`src/rtl/mem_port_arbiter.sv`:
```
// Shares one single-port fixed-latency memory between fetch and data requesters.
// Requests are arbitrated and each access runs IDLE -> ISSUE -> WAIT -> RESP, one at a time.
module mem_port_arbiter #(
  parameter int WIDTH       = 32,
  parameter int ADDR_WIDTH  = 32,
  parameter int MEM_LATENCY = 2
) (
  input  logic                  clk,
  input  logic                  rst,
  input  logic                  if_req,
  input  logic [ADDR_WIDTH-1:0] if_addr,
  output logic [WIDTH-1:0]      if_rdata,
  output logic                  if_valid,
  input  logic                  dm_req,
  input  logic                  dm_we,
  input  logic [ADDR_WIDTH-1:0] dm_addr,
  input  logic [WIDTH-1:0]      dm_wdata,
  output logic [WIDTH-1:0]      dm_rdata,
  output logic                  dm_valid,
  output logic                  mem_en,
  output logic                  mem_we,
  output logic [ADDR_WIDTH-1:0] mem_addr,
  output logic [WIDTH-1:0]      mem_wdata,
  input  logic [WIDTH-1:0]      mem_rdata,
  output logic                  stall_F,
  output logic                  stall_M
);

  localparam logic [1:0] IDLE  = 2'd0;
  localparam logic [1:0] ISSUE = 2'd1;
  localparam logic [1:0] WAIT  = 2'd2;
  localparam logic [1:0] RESP  = 2'd3;

  localparam logic OWN_FETCH = 1'b0;
  localparam logic OWN_DATA  = 1'b1;

  logic [1:0] state;
  logic [3:0] cnt;
  logic       owner;
  logic       last_grant;
  logic       pick_data;

  // On conflict the requester that did not win last time is served.
  assign pick_data = dm_req && (!if_req || (last_grant == OWN_FETCH));

  assign stall_F = if_req && !if_valid;
  assign stall_M = dm_req && !dm_valid;

  // The mem_* output registers, loaded at grant and cleared after ISSUE,
  // double as the latched address/we/wdata of the access in flight.
  always_ff @(posedge clk) begin
    if (rst) begin
      state      <= IDLE;
      cnt        <= '0;
      owner      <= OWN_FETCH;
      last_grant <= OWN_FETCH;
      if_valid   <= 1'b0;
      dm_valid   <= 1'b0;
      if_rdata   <= '0;
      dm_rdata   <= '0;
      mem_en     <= 1'b0;
      mem_we     <= 1'b0;
      mem_addr   <= '0;
      mem_wdata  <= '0;
    end else begin
      if_valid  <= 1'b0;
      dm_valid  <= 1'b0;
      mem_en    <= 1'b0;
      mem_we    <= 1'b0;
      mem_addr  <= '0;
      mem_wdata <= '0;
      case (state)
        IDLE: begin
          if (if_req || dm_req) begin
            owner      <= pick_data;
            last_grant <= pick_data;
            mem_en     <= 1'b1;
            mem_we     <= pick_data ? dm_we : 1'b0;
            mem_addr   <= pick_data ? dm_addr : if_addr;
            mem_wdata  <= pick_data ? dm_wdata : '0;
            state      <= ISSUE;
          end
        end
        ISSUE: begin
          cnt   <= 4'(MEM_LATENCY);
          state <= WAIT;
        end
        WAIT: begin
          cnt <= cnt - 4'd1;
          if (cnt == 4'd1) begin
            if (owner == OWN_DATA) begin
              dm_rdata <= mem_rdata;
              dm_valid <= 1'b1;
            end else begin
              if_rdata <= mem_rdata;
              if_valid <= 1'b1;
            end
            state <= RESP;
          end
        end
        RESP: state <= IDLE;
        default: state <= IDLE;
      endcase
    end
  end

endmodule
```
`config.mk`:
```
export PLATFORM = sky130hd
export DESIGN_NAME = mem_port_arbiter
export DESIGN_NICKNAME = d
export VERILOG_FILES = /design/src/rtl/mem_port_arbiter.sv
export SDC_FILE = /design/constraint.sdc
export NUM_CORES = 1
export LEC_CHECK = 0
export CORE_MARGIN = 4
export CORE_UTILIZATION = 40
export CTS_BUF_LIST = sky130_fd_sc_hd__clkbuf_2 sky130_fd_sc_hd__clkbuf_4 sky130_fd_sc_hd__clkbuf_8
export DETAILED_ROUTE_END_ITERATION = 10
export GPL_TIMING_DRIVEN = 0
export PLACE_DENSITY_LB_ADDON = 0.1
export SLEW_MARGIN = 20
export SYNTH_ARGS = -nofsm -noshare
export SYNTH_HDL_FRONTEND = slang
export SYNTH_SLANG_ARGS = --single-unit
```
`constraint.sdc`:
```
create_clock -name clk -period 1.6 [get_ports clk]
set_input_delay 0.48 -clock clk [delete_from_list [all_inputs] [get_ports clk]]
set_output_delay 0.48 -clock clk [all_outputs]
set_load 0.03 [all_outputs]
```
=== Word level (Yosys, flattened, before mapping) ===
Cells that the tools add are included.
Widths: inputs -> output; s select.

* Equal/unequal tests: 6
* Multiplexer cells: 8
* Reductions and logical operators: 18
* Bitwise gates (word level): 6
* $add $sub $neg: 1

{| class="wikitable"
|+ Operators with widths
! operator !! count
|-
| $mux 32 || 1
|-
| $pmux 2 s4 || 1
|-
| $pmux 4 s2 || 1
|-
| $not 1->1 || 6
|-
| $reduce_and 3->1 || 2
|-
| $reduce_or 3->1 || 2
|-
| $eq 2x2->1 const B || 2
|-
| $eq 4x1->1 const B || 1
|-
| $mux 2 || 2
|-
| $ne 2x2->1 const B || 2
|-
| $reduce_and 2->1 || 2
|-
| $reduce_or 4->1 || 1
|-
| $sub 4x1->4 const B || 1
|-
| $logic_and 1x1->1 || 3
|-
| $logic_not 1->1 || 3
|-
| $mux 1 || 3
|-
| $eq 2x1->1 const B || 1
|-
| $logic_not 2->1 || 1
|-
| $logic_or 1x1->1 || 2
|-
| $reduce_bool 2->1 || 1
|-
| $reduce_or 2->1 || 1
|}

* Bits in registers: 139
* Output and inout bits: 134
* Input bits: 133

=== Logic depth before layout (Yosys ltp) ===
* Depth after elaboration: 5
* Gate-level depth with buffers: 8

=== Worst setup path before layout ===
OpenSTA, ideal clock, no wires.

* Kind: register to register
* Start: register state[0]
* End: register dm_rdata[0]
* Stages on the path, launching flop included: 9
* Setup slack: 0.115 ns
* Buffers on the path: 3
* Arrival: 1.415 ns
* Library setup time: 0.070 ns
* Cell sequence: dfxtp_1 -> inv_1 -> ha_1 -> buf_2 -> nand4bb_1 -> buf_2 -> clkbuf_1 -> o21ai_0 -> a21oi_1

* Cells in the longest elaborated chain, start to end: 2

{| class="wikitable"
|+ RTL lines
! element !! RTL line !! source
|-
| start: declaration || 37 || <nowiki>logic [1:0] state;</nowiki>
|-
| start signal: assignment || 53 || <nowiki>state <= IDLE;</nowiki>
|-
| start signal: assignment || 81 || <nowiki>state <= ISSUE;</nowiki>
|-
| start signal: assignment || 86 || <nowiki>state <= WAIT;</nowiki>
|-
| $eq 2x2->1 || 72 || <nowiki>case (state)</nowiki>
|-
| $reduce_and 3->1 (no source line) || - ||
|-
| end signal: assignment || 92 || <nowiki>dm_rdata <= mem_rdata;</nowiki>
|-
| end: declaration || 18 || <nowiki>output logic [WIDTH-1:0] dm_rdata,</nowiki>
|}

No other way between the ends.
A chain may end at the register's enable or synchronous reset.

=== Final worst setup path ===
* Start: register cnt[1]
* End: register if_rdata[14]

* Cells in the longest elaborated chain, start to end: 2

{| class="wikitable"
|+ RTL lines
! element !! RTL line !! source
|-
| start: declaration || 38 || <nowiki>logic [3:0] cnt;</nowiki>
|-
| start signal: assignment || 85 || <nowiki>cnt <= 4'(MEM_LATENCY);</nowiki>
|-
| start signal: assignment || 89 || <nowiki>cnt <= cnt - 4'd1;</nowiki>
|-
| $eq 4x1->1 || 90 || <nowiki>if (cnt == 4'd1) begin</nowiki>
|-
| $reduce_and 3->1 (no source line) || - ||
|-
| end signal: assignment || 95 || <nowiki>if_rdata <= mem_rdata;</nowiki>
|-
| end: declaration || 12 || <nowiki>output logic [WIDTH-1:0] if_rdata,</nowiki>
|}

No other way between the ends.

==> flow_metrics.tcl <==
set metrics [dict create \
    status "completed" \
    holdCritPathClass "input pin to flip-flop" \
    clkLatencyLatePin_ps 440 \
    crit_path_start_kind "flip-flop" \
    place_congestion 0.830 \
    crit_family "buffers and inverters" \
    dp_cells 970 \
    ctsRootBufferMaster "clkbuf_8" \
    first_iter_violations 266 \
    antenna_found_initial 0 \
    avgViaCountPerCell 5.11 \
    portBuffers 266 \
    cts_tree "done" \
    final_util_pct 69.8 \
    slew_headroom_pct 68.8 \
    worst_pin_slew_ps 468 \
    totalWireLength_um 17700 \
    r2r_cells 7 \
    layout-drive-gt1-share_pct 28.9 \
    drtPass1Iterations 7 \
    ctsLongestPathBuffers 2 \
    crit_arrival_ps 1970 \
    setup_viol 0 \
    power_leakage_nw 3.27 \
    grt_pass1_vias 4962 \
    dp_hpwl_um 12900 \
    synth_ff_type "dfxtp_1" \
    drcViolationCount 0 \
    wl_per_cell_um 17.5 \
    grt_usage_pct 23.7 \
    p_per_area_mw_per_mm2 1140 \
    syn_inst 557 \
    die_h_um 119 \
    drv_slew 0 \
    power_mw 9.59 \
    async_reset_ff_share_pct 0 \
    holdWs_ps 370 \
    numClockSinks 139 \
    fmax_mhz 626 \
    worstSetupPathType "flip-flop to flip-flop" \
    grt-ovfl-total 0 \
    max-cap-violations 0 \
    synth_nets 694 \
    synth.cell_area_mm2 0.00490 \
    die_area_mm2 0.0141 \
    start_util_pct 40.8 \
    synth_cell_types 31 \
    critPathMaxStageDelay_ps 350 \
    ys_seq_elements 139 \
    clk_pin_slew_worst_paths_ps 70 \
    postRouteAntennaNets 0 \
    antenna_cells 0 \
    synth-seq-area-share_pct 56.7 \
    period_minus_slack_ps 1600 \
    ir_drop_uv 555 \
    final_cells 1011 \
    crit_cells 7 \
    synth_edf_count 0 \
    required_ps 1970 \
    cts.htree.levels 4 \
    syn_area_per_cell_um2 8.80 \
    ys_warn_count 0 \
    rsz0062_at_grt "true" \
    worstPathCellList "inv_1 > ha_4 > and4bb_2 > buf_8 > clkbuf_16 > nand3_1 > a21oi_2" \
    fin_skew_ps 7.37 \
    grt_pass1_wl_um 26600 \
    r2r_slack_ps 4 \
    rows 40 \
    cp_max_fo 7 \
    layout_commonest_cell "dfxtp_1" \
    holdPathStages 2 \
    vias 5165 \
    fillers 966 \
    report.final.hold_viol_count 0 \
    core_area_mm2 0.0120 \
    pin_count 267 \
    cp-end-kind "flip-flop" \
    cp.buffers_inverters 3 \
    cts_inserted_buffers 17 \
    fp.dieW_um 119 \
    grt_max_degree 17 \
    dp_slack_ps -803 \
    layout_common_cells "135 x dfxtp_1, 130 x clkdlybuf4s50_1, 86 x a21oi_1, 72 x clkdlybuf4s15_2, 65 x nand2_1" \
    worst_slack_ps 3.59 \
    period_share_pct 99.8 \
    slowest_stage "dfxtp_1" \
    nNetsFinal 988 \
    layout-area-overhead-vs-synth_pct 71.0 \
]
layer usage:
layer | vias to the layer above | GRT usage, % | routed length, µm
li1 | 2486 | - | -
met1 | 2427 | 25.6 | 6600
met2 | 221 | 42.4 | 9230
met3 | 31 | 9.09 | 1460
met4 | 0 | 7.97 | 385
met5 | - | 0 | 0
cell type report:
type | instances | area [µm²] | share of cell area (%)
clock inverters | 10 | 139 | 1.66
well taps | 147 | 184 | 2.19
inverters | 7 | 26.3 | 0.313
repair buffers | 276 | 2610 | 31.2
plain buffers | 51 | 339 | 4.04
multi-input cells | 359 | 2000 | 23.9
clock buffers | 22 | 297 | 3.54
flip-flops and latches | 139 | 2790 | 33.2
synthesized netlist by cell type, types with 2 or more instances:
| cell | count | area (µm²) |
|---|---|---|
| nor3_1 | 3 | 15.0 |
| clkbuf_2 | 3 | 15.0 |
| a21oi_1 | 100 | 500 |
| buf_2 | 12 | 60.1 |
| o21ai_0 | 66 | 330 |
| dfxtp_1 | 139 | 2780 |
| nor2_1 | 3 | 11.3 |
| nor2b_1 | 3 | 18.8 |
| nand2b_1 | 2 | 12.5 |
| nand3_1 | 65 | 325 |
| and2_1 | 33 | 206 |
| buf_6 | 2 | 22.5 |
| a311oi_1 | 2 | 17.5 |
| ha_1 | 4 | 50.1 |
| inv_1 | 6 | 22.5 |
| nand2_1 | 65 | 244 |
| nand4b_1 | 2 | 17.5 |
| clkbuf_1 | 33 | 124 |
| or3b_1 | 2 | 17.5 |
registers in the layout, summed over array words and instances, names as in the netlist, 2 cells and up:
name / cells
mem_wdata: 32
mem_addr: 32
state: 2
dm_rdata: 32
if_rdata: 32
cnt: 4
cells by family after synthesis:
group / Yosys count / synth area share, %
AOI/OAI and AO/OA: 173 / 18.2
adders and majority gates: 4 / 1.02
buffers and inverters: 59 / 5.28
DFF: 139 / 56.7
muxes: 1 / 0.204
and+or+nand+nor: 181 / 18.6
power by group:
group | switching [mW] | internal [mW]
sequential | 0.112 | 3.75
clock | 1.33 | 1.72
combinational | 1.54 | 1.13
total | 2.98 | 6.60
worst paths after layout:
check | startpoint | end
max reg2reg | cnt[1]$_SDFFE_PP0P_ | if_rdata[14]$_SDFFE_PP0P_
min reg2reg | if_rdata[22]$_SDFFE_PP0P_ | if_rdata[22]$_SDFFE_PP0P_
min | if_req | last_grant$_SDFFE_PP0P_
max | cnt[1]$_SDFFE_PP0P_ | if_rdata[14]$_SDFFE_PP0P_
timing repair:
action | 4_1_cts | 5_1_grt
pin swaps | 0 | 5
cloned | 0 | 4
setup endpoints to repair | 263 | 153
hold buffers | 0 | 0
gates resized for setup | 468 | 169
buffers inserted | 0 | 6
per-stage QoR:
step	area, µm²	setup TNS [ps]
5_1_grt	8390	-631
6_report	8390	0
3_3_place_gp	7750	-68630
3_5_place_dp	7750	-71550
4_1_cts	8410	0
2_1_floorplan	4900	0
(Power assumes the default switching activity.)
